$ cat config.mk
export PLATFORM = sky130hd
export DESIGN_NAME = ysyx_23060236_ifu_flat
export DESIGN_NICKNAME = d
export VERILOG_FILES = /design/src/rtl/ysyx_23060236_ifu_pkg.sv /design/src/rtl/ysyx_23060236_ifu_if.sv /design/src/rtl/ysyx_23060236_ifu_fifo.sv /design/src/rtl/ysyx_23060236_ifu.sv /design/src/flat_wrapper.sv
export SDC_FILE = /design/constraint.sdc
export NUM_CORES = 1
export LEC_CHECK = 0
export ABC_AREA = 1
export CAP_MARGIN = 25
export CORE_UTILIZATION = 45
export DETAILED_ROUTE_END_ITERATION = 10
export PLACE_DENSITY = 0.7
export SYNTH_ARGS = -nofsm -noshare
export SYNTH_HDL_FRONTEND = slang
export SYNTH_SLANG_ARGS = --single-unit
$ cat constraint.sdc
create_clock -name clock -period 4.8 [get_ports clock]
set_clock_uncertainty 0.2 [all_clocks]
set_input_delay 0.96 -clock clock [delete_from_list [all_inputs] [get_ports clock]]
set_output_delay 0.96 -clock clock [all_outputs]
set_load 0.01 [all_outputs]
$ cat src/rtl/ysyx_23060236_ifu_pkg.sv
// Shared IFU types and constants: FSM encodings, queue entry layout, ebreak substitute word.
// The helper turns an AXI read beat into a queue entry, replacing faulting fetches with ebreak.
package ysyx_23060236_ifu_pkg;

    typedef enum logic [1:0] {
        IFU_HOLD = 2'd0,
        IFU_REQ  = 2'd1,
        IFU_WAIT = 2'd2,
        IFU_DROP = 2'd3
    } ifu_state_t;

    localparam logic [31:0] EBREAK_INST      = 32'h0010_0073;
    localparam logic [31:0] RESET_PC_DEFAULT = 32'h3000_0000;
    localparam logic [1:0]  RESP_OKAY        = 2'b00;

    typedef struct packed {
        logic [31:0] pc;
        logic [31:0] inst;
    } ifu_entry_t;

    function automatic ifu_entry_t make_entry(input logic [31:0] fpc,
                                              input logic [31:0] rdata,
                                              input logic [1:0]  rresp);
        ifu_entry_t e;
        e.pc   = fpc;
        e.inst = (rresp == RESP_OKAY) ? rdata : EBREAK_INST;
        return e;
    endfunction

endpackage

$ cat src/rtl/ysyx_23060236_ifu_if.sv
// AXI4-Lite-style instruction read channel (AR + R only); the IFU is the master.
// Valid/ready on both channels, single beat per request.
interface ysyx_23060236_ifu_if;

    logic        arvalid;
    logic        arready;
    logic [31:0] araddr;
    logic        rvalid;
    logic        rready;
    logic [31:0] rdata;
    logic [1:0]  rresp;

    modport master (
        output arvalid, araddr, rready,
        input  arready, rvalid, rdata, rresp
    );

    modport slave (
        input  arvalid, araddr, rready,
        output arready, rvalid, rdata, rresp
    );

endinterface

$ cat src/rtl/ysyx_23060236_ifu_fifo.sv
// {pc,inst} queue: push lands at the edge, head visible the next cycle; flush empties in one edge.
// Push is ignored when full and pop when empty; the caller's credit scheme keeps push off a full queue.
module ysyx_23060236_ifu_fifo
    import ysyx_23060236_ifu_pkg::*;
#(
    parameter int DEPTH = 2
) (
    input  logic                     clock,
    input  logic                     reset,
    input  logic                     push,
    input  ifu_entry_t               push_dat,
    input  logic                     pop,
    input  logic                     flush,
    output ifu_entry_t               head,
    output logic [$clog2(DEPTH):0]   count,
    output logic                     empty,
    output logic                     full
);

    localparam int AW = $clog2(DEPTH);
    localparam int CW = AW + 1;

    ifu_entry_t    mem [DEPTH];
    logic [AW-1:0] wr_ptr;
    logic [AW-1:0] rd_ptr;
    logic          do_push;
    logic          do_pop;

    assign empty   = (count == '0);
    assign full    = (count == CW'(DEPTH));
    assign do_push = push && !full;
    assign do_pop  = pop && !empty;
    assign head    = mem[rd_ptr];

    always_ff @(posedge clock) begin
        if (reset) begin
            wr_ptr <= '0;
            rd_ptr <= '0;
            count  <= '0;
            for (int i = 0; i < DEPTH; i++) begin
                mem[i] <= '0;
            end
        end else if (flush) begin
            wr_ptr <= '0;
            rd_ptr <= '0;
            count  <= '0;
        end else begin
            if (do_push) begin
                mem[wr_ptr] <= push_dat;
                wr_ptr      <= wr_ptr + AW'(1);
            end
            if (do_pop) begin
                rd_ptr <= rd_ptr + AW'(1);
            end
            case ({do_push, do_pop})
                2'b10:   count <= count + CW'(1);
                2'b01:   count <= count - CW'(1);
                default: count <= count;
            endcase
        end
    end

endmodule

$ cat src/rtl/ysyx_23060236_ifu.sv
// Instruction fetch: one outstanding AXI read, responses queued with their PC for decode.
// Request-to-idu_valid is 2 cycles minimum; no request is issued without a free queue slot.
module ysyx_23060236_ifu
    import ysyx_23060236_ifu_pkg::*;
#(
    parameter logic [31:0] RESET_PC = RESET_PC_DEFAULT,
    parameter int          DEPTH    = 2
) (
    input  logic                    clock,
    input  logic                    reset,
    input  logic                    jump_wrong,
    input  logic [31:0]             dnpc,
    ysyx_23060236_ifu_if.master     bus,
    output logic [31:0]             inst,
    output logic [31:0]             pc,
    output logic                    idu_valid,
    input  logic                    idu_ready
);

    localparam int CW = $clog2(DEPTH) + 1;

    ifu_state_t     state;
    ifu_state_t     state_next;
    logic [31:0]    fetch_pc;
    logic [31:0]    fetch_pc_next;
    logic [31:0]    araddr_q;
    logic           drop_pending;
    logic           arvalid_o;
    logic           rready_o;

    logic           push;
    logic           pop;
    ifu_entry_t     push_dat;
    ifu_entry_t     head;
    logic [CW-1:0]  count;
    logic           empty;
    logic           full;
    logic           credit_after;
    logic [31:0]    dnpc_aligned;

    assign dnpc_aligned = {dnpc[31:2], 2'b00};

    // In WAIT the outstanding read already owns a slot, so the next request needs one more.
    assign credit_after = (count + CW'(1)) < CW'(DEPTH);

    always_ff @(posedge clock) begin
        if (reset) begin
            state <= IFU_HOLD;
        end else begin
            state <= state_next;
        end
    end

    always_comb begin
        state_next = state;
        case (state)
            IFU_HOLD: begin
                if (jump_wrong || !full) begin
                    state_next = IFU_REQ;
                end
            end
            IFU_REQ: begin
                if (bus.arready) begin
                    state_next = (jump_wrong || drop_pending) ? IFU_DROP : IFU_WAIT;
                end
            end
            IFU_WAIT: begin
                if (bus.rvalid) begin
                    state_next = (!jump_wrong && credit_after) ? IFU_REQ : IFU_HOLD;
                end else if (jump_wrong) begin
                    state_next = IFU_DROP;
                end
            end
            IFU_DROP: begin
                if (bus.rvalid) begin
                    state_next = IFU_HOLD;
                end
            end
            default: state_next = IFU_HOLD;
        endcase
    end

    always_comb begin
        arvalid_o = 1'b0;
        rready_o  = 1'b0;
        case (state)
            IFU_REQ:  arvalid_o = 1'b1;
            IFU_WAIT: rready_o  = 1'b1;
            IFU_DROP: rready_o  = 1'b1;
            default: begin
                arvalid_o = 1'b0;
                rready_o  = 1'b0;
            end
        endcase
    end

    assign bus.arvalid = arvalid_o;
    assign bus.rready  = rready_o;
    assign bus.araddr  = araddr_q;

    // A faulting fetch keeps fetch_pc so the substituted ebreak carries the faulting address.
    always_comb begin
        fetch_pc_next = fetch_pc;
        if (jump_wrong) begin
            fetch_pc_next = dnpc_aligned;
        end else if (state == IFU_WAIT && bus.rvalid && bus.rresp == RESP_OKAY) begin
            fetch_pc_next = fetch_pc + 32'd4;
        end
    end

    // araddr is captured only on entry to REQ so a redirect never moves a pending address.
    always_ff @(posedge clock) begin
        if (reset) begin
            fetch_pc     <= RESET_PC;
            araddr_q     <= RESET_PC;
            drop_pending <= 1'b0;
        end else begin
            fetch_pc <= fetch_pc_next;
            if (state_next == IFU_REQ && state != IFU_REQ) begin
                araddr_q <= fetch_pc_next;
            end
            drop_pending <= (state == IFU_REQ) && !bus.arready && (drop_pending || jump_wrong);
        end
    end

    assign push      = (state == IFU_WAIT) && bus.rvalid && !jump_wrong;
    assign push_dat  = make_entry(fetch_pc, bus.rdata, bus.rresp);
    assign idu_valid = !empty && !jump_wrong;
    assign pop       = idu_valid && idu_ready;
    assign inst      = head.inst;
    assign pc        = head.pc;

    ysyx_23060236_ifu_fifo #(
        .DEPTH (DEPTH)
    ) u_fifo (
        .clock    (clock),
        .reset    (reset),
        .push     (push),
        .push_dat (push_dat),
        .pop      (pop),
        .flush    (jump_wrong),
        .head     (head),
        .count    (count),
        .empty    (empty),
        .full     (full)
    );

endmodule
$ cat src/flat_wrapper.sv
// flat-port wrapper written by rule: the top's interface ports become plain ports
module ysyx_23060236_ifu_flat import ysyx_23060236_ifu_pkg::*;
#(
    parameter logic [31:0] RESET_PC = RESET_PC_DEFAULT,
    parameter int          DEPTH    = 2
)
  (clock, reset, jump_wrong, dnpc, inst, pc, idu_valid, idu_ready, bus_arvalid, bus_araddr, bus_rready, bus_arready, bus_rvalid, bus_rdata, bus_rresp);
  ysyx_23060236_ifu_if bus_i ();
  input  logic clock;
  input  logic reset;
  input  logic jump_wrong;
  input  logic [31:0] dnpc;
  output logic [31:0] inst;
  output logic [31:0] pc;
  output logic idu_valid;
  input  logic idu_ready;
  output wire logic [$bits(bus_i.arvalid)-1:0] bus_arvalid;
  output wire logic [$bits(bus_i.araddr)-1:0] bus_araddr;
  output wire logic [$bits(bus_i.rready)-1:0] bus_rready;
  input wire logic [$bits(bus_i.arready)-1:0] bus_arready;
  input wire logic [$bits(bus_i.rvalid)-1:0] bus_rvalid;
  input wire logic [$bits(bus_i.rdata)-1:0] bus_rdata;
  input wire logic [$bits(bus_i.rresp)-1:0] bus_rresp;
  assign bus_arvalid = bus_i.arvalid;
  assign bus_araddr = bus_i.araddr;
  assign bus_rready = bus_i.rready;
  assign bus_i.arready = bus_arready;
  assign bus_i.rvalid = bus_rvalid;
  assign bus_i.rdata = bus_rdata;
  assign bus_i.rresp = bus_rresp;
  ysyx_23060236_ifu #(.RESET_PC(RESET_PC), .DEPTH(DEPTH)) u_core (.clock(clock), .reset(reset), .jump_wrong(jump_wrong), .dnpc(dnpc), .bus(bus_i), .inst(inst), .pc(pc), .idu_valid(idu_valid), .idu_ready(idu_ready));
endmodule
==> flow_summary.ini <==
[drt]
firstDrtPassIters = 6
ant_nets = 0
routed_wl_um = 21000
dr.first_iter.drc_count = 552
route.detailed.drc = 0
vias_per_cell = 4.90
num_vias = 6788
wl_per_cell_um = 15.1

[die]
die_w_um = 145
rows = 52
core_area_um2 = 20200
io_pins = 171
dieHeight_um = 145
start_util = 0.458
die_area_um2 = 21200

[worst_setup_path]
critical_path_required_ps = 3640
startpoint = jump_wrong
timing.rr.end = u_core.bus.araddr[14]$_SDFFE_PP0P_
rr_worst_depth = 12
critPathKind = in -> out
r2r_setup_slack_ps = 2500
end_kind = primary output
r2r-start = u_core.u_fifo.count[0]$_SDFFE_PP0P_
cp_max_fo = 8
startpoint_type = input pin
crit_arrival_ps = 2400

[grt]
antenna_found_initial = 0
grt_first_pass_wirelength_um = 33700
track_usage = 0.205
grt_pass1_vias = 6484
grt_max_degree = 65
overflow = 0

[hold_path]
holdPathEnd = u_core.bus.araddr[31]$_SDFFE_PP0P_
min_from = u_core.bus.araddr[31]$_SDFFE_PP0P_
worstHoldPathType = reg -> reg
holdPathStages = 2

[sta]
fmax_ghz = 0.281
rsz0062_at_grt = no
slew_headroom = 0.457
slew_viol_final = 0
fin_ws_ps = 1240
setup_viol = 0
hold_viol_final = 0
period_needed_ps = 3560
worst_pin_slew_ps = 808
hold_ws_ps = 259
fin_tns_setup_ps = 0
fin_crit_sh = 0.742

[placed_design]
io_buffer_count = 168
place_ws_ps = 1100
place_area_um2 = 11200
gp_congestion = 0.883
dp_cells = 1353
dpl.hpwl_um = 14200

[logic_synthesis]
yosys-top-cells-count = 152 x nand2_1, 134 x nor2_1, 128 x edfxtp_1, 123 x inv_1, 72 x dfxtp_1
synth_cell_type_count = 35
synth-compound-area-share = 0.0374
synthAdderAreaFrac = 0.00540
async_flop_share = 0
yosysTopAreaCell = edfxtp_1
muxShareOfSynthArea = 0.0789
synth.top_cell.area_share = 0.415
syn_area_per_cell_um2 = 9.76
synthesis.area_um2 = 9260
synth-simple-area-share = 0.224
ys_ff_latch = 200
synth_area_leaders = edfxtp_1 42%, dfxtp_1 16%, mux2_2 7.8%
synth_seq_area_share = 0.571
synth_most_common_cell = nand2_1
synth_ff_type = edfxtp_1
synth_xor_xnor_area_share = 0.00662
synth_fp_nets = 1025
synth_cells = 949
yosysWarnings = 0
synth_edf_count = 128
synth_top_family_by_area = simple AND/OR/NAND/NOR gates

[final_layout]
fin_nets = 1178
antennaDiodeCount = 0
areaGrowthSynthToFinish_pct = 27.0
drive_gt1_frac = 0.152
postLayoutCellArea_um2 = 11800
instances_no_fill = 1385
fin_util = 0.581

[clock_network]
clk_path_buf_depth = 2
cts-root-buf = clkbuf_16
clkLatencyLatePin_ps = 440
clock-sinks = 200
post_cts_buffers = 0
cts_tree = yes
h-tree-depth = 4
path_clk_slew_ps = 80
cts_inserted_buffers = 17
post_cts_resized = 0
postCtsHoldBufs = 0

[power]
ir_drop_mv = 0.223
power_mw = 3.96
leakage_nw = 4.72
power.density_nw_per_um2 = 336

[flow_run]
maxCapViolCount = 0

[outcome]
outcome = completed
## final cells by class
cell class / count / area (um^2)
fill: 1740 / 8470
sequential: 200 / 5290
multi-input combinational: 577 / 3270
timing repair buffer: 178 / 1790
clock buffer: 21 / 493
inverter: 128 / 483
tap: 270 / 338
clock inverter: 11 / 93.8
## state kept, by name, summed over array words and instances (netlist names), named ones only
signal and count:
u_core.fetch_pc 32, u_core.state 2, u_core.u_fifo.rd_ptr 1, u_core.u_fifo.wr_ptr 1, u_core.bus.araddr 32, u_core.u_fifo.mem 128, u_core.u_fifo.count 2, u_core.drop_pending 1
## placed cells by master (no fill, tap or decap), drive strengths merged, types with 2 or more instances in the layout
cell type	count
clkdlybuf4s50	168
or2	6
edfxtp	128
clkbuf	21
nor2	145
ha	4
nor3	57
mux2	64
a21oi	41
buf	10
o21ai	20
dfxtp	72
nand4	13
nand3	57
nand2	157
inv	137
nand3b	2
xor2	7
## critical path: stages
cell	delay [ps]
clkdlybuf4s50_1	620
nor2_1	250
clkdlybuf4s50_1	560
## where the power goes
group | total, mW | switching [mW] | internal [mW] | leakage (nW)
clock | 1.42 | 0.661 | 0.757 | 0.289
sequential | 1.99 | 0.0623 | 1.93 | 1.92
combinational | 0.543 | 0.283 | 0.260 | 2.52
total | 3.96 | 1.01 | 2.95 | 4.72
## worst max-delay path by stage
stage | to | slack (ps) | cells past startpoint
floorplan | u_core.u_fifo.mem[0][0]$_SDFFCE_PN0P_ | 880 | 10
global placement | u_core.bus.araddr[14]$_SDFFE_PP0P_ | 1120 | 13
detailed placement | u_core.bus.araddr[14]$_SDFFE_PP0P_ | 1100 | 13
CTS | pc[31] | 1210 | 3
global route | pc[9] | 1140 | 3
finish | idu_valid | 1240 | 3
## cell families after synthesis
kind of cell | after synthesis
simple gates | 438
flops | 200
buf+inv | 172
mux | 65
compound gates | 63
xor+xnor | 7
fa+ha+maj | 4
## layer usage
layer  up-vias  global-route usage  share of wire
met5         -                   0              0
met1      3106               0.292           0.47
li1       3438                   -              -
met3        26              0.0445          0.070
met4         0              0.0632          0.014
met2       218               0.313           0.45
Note: power is estimated with default switching activity, not from simulation.
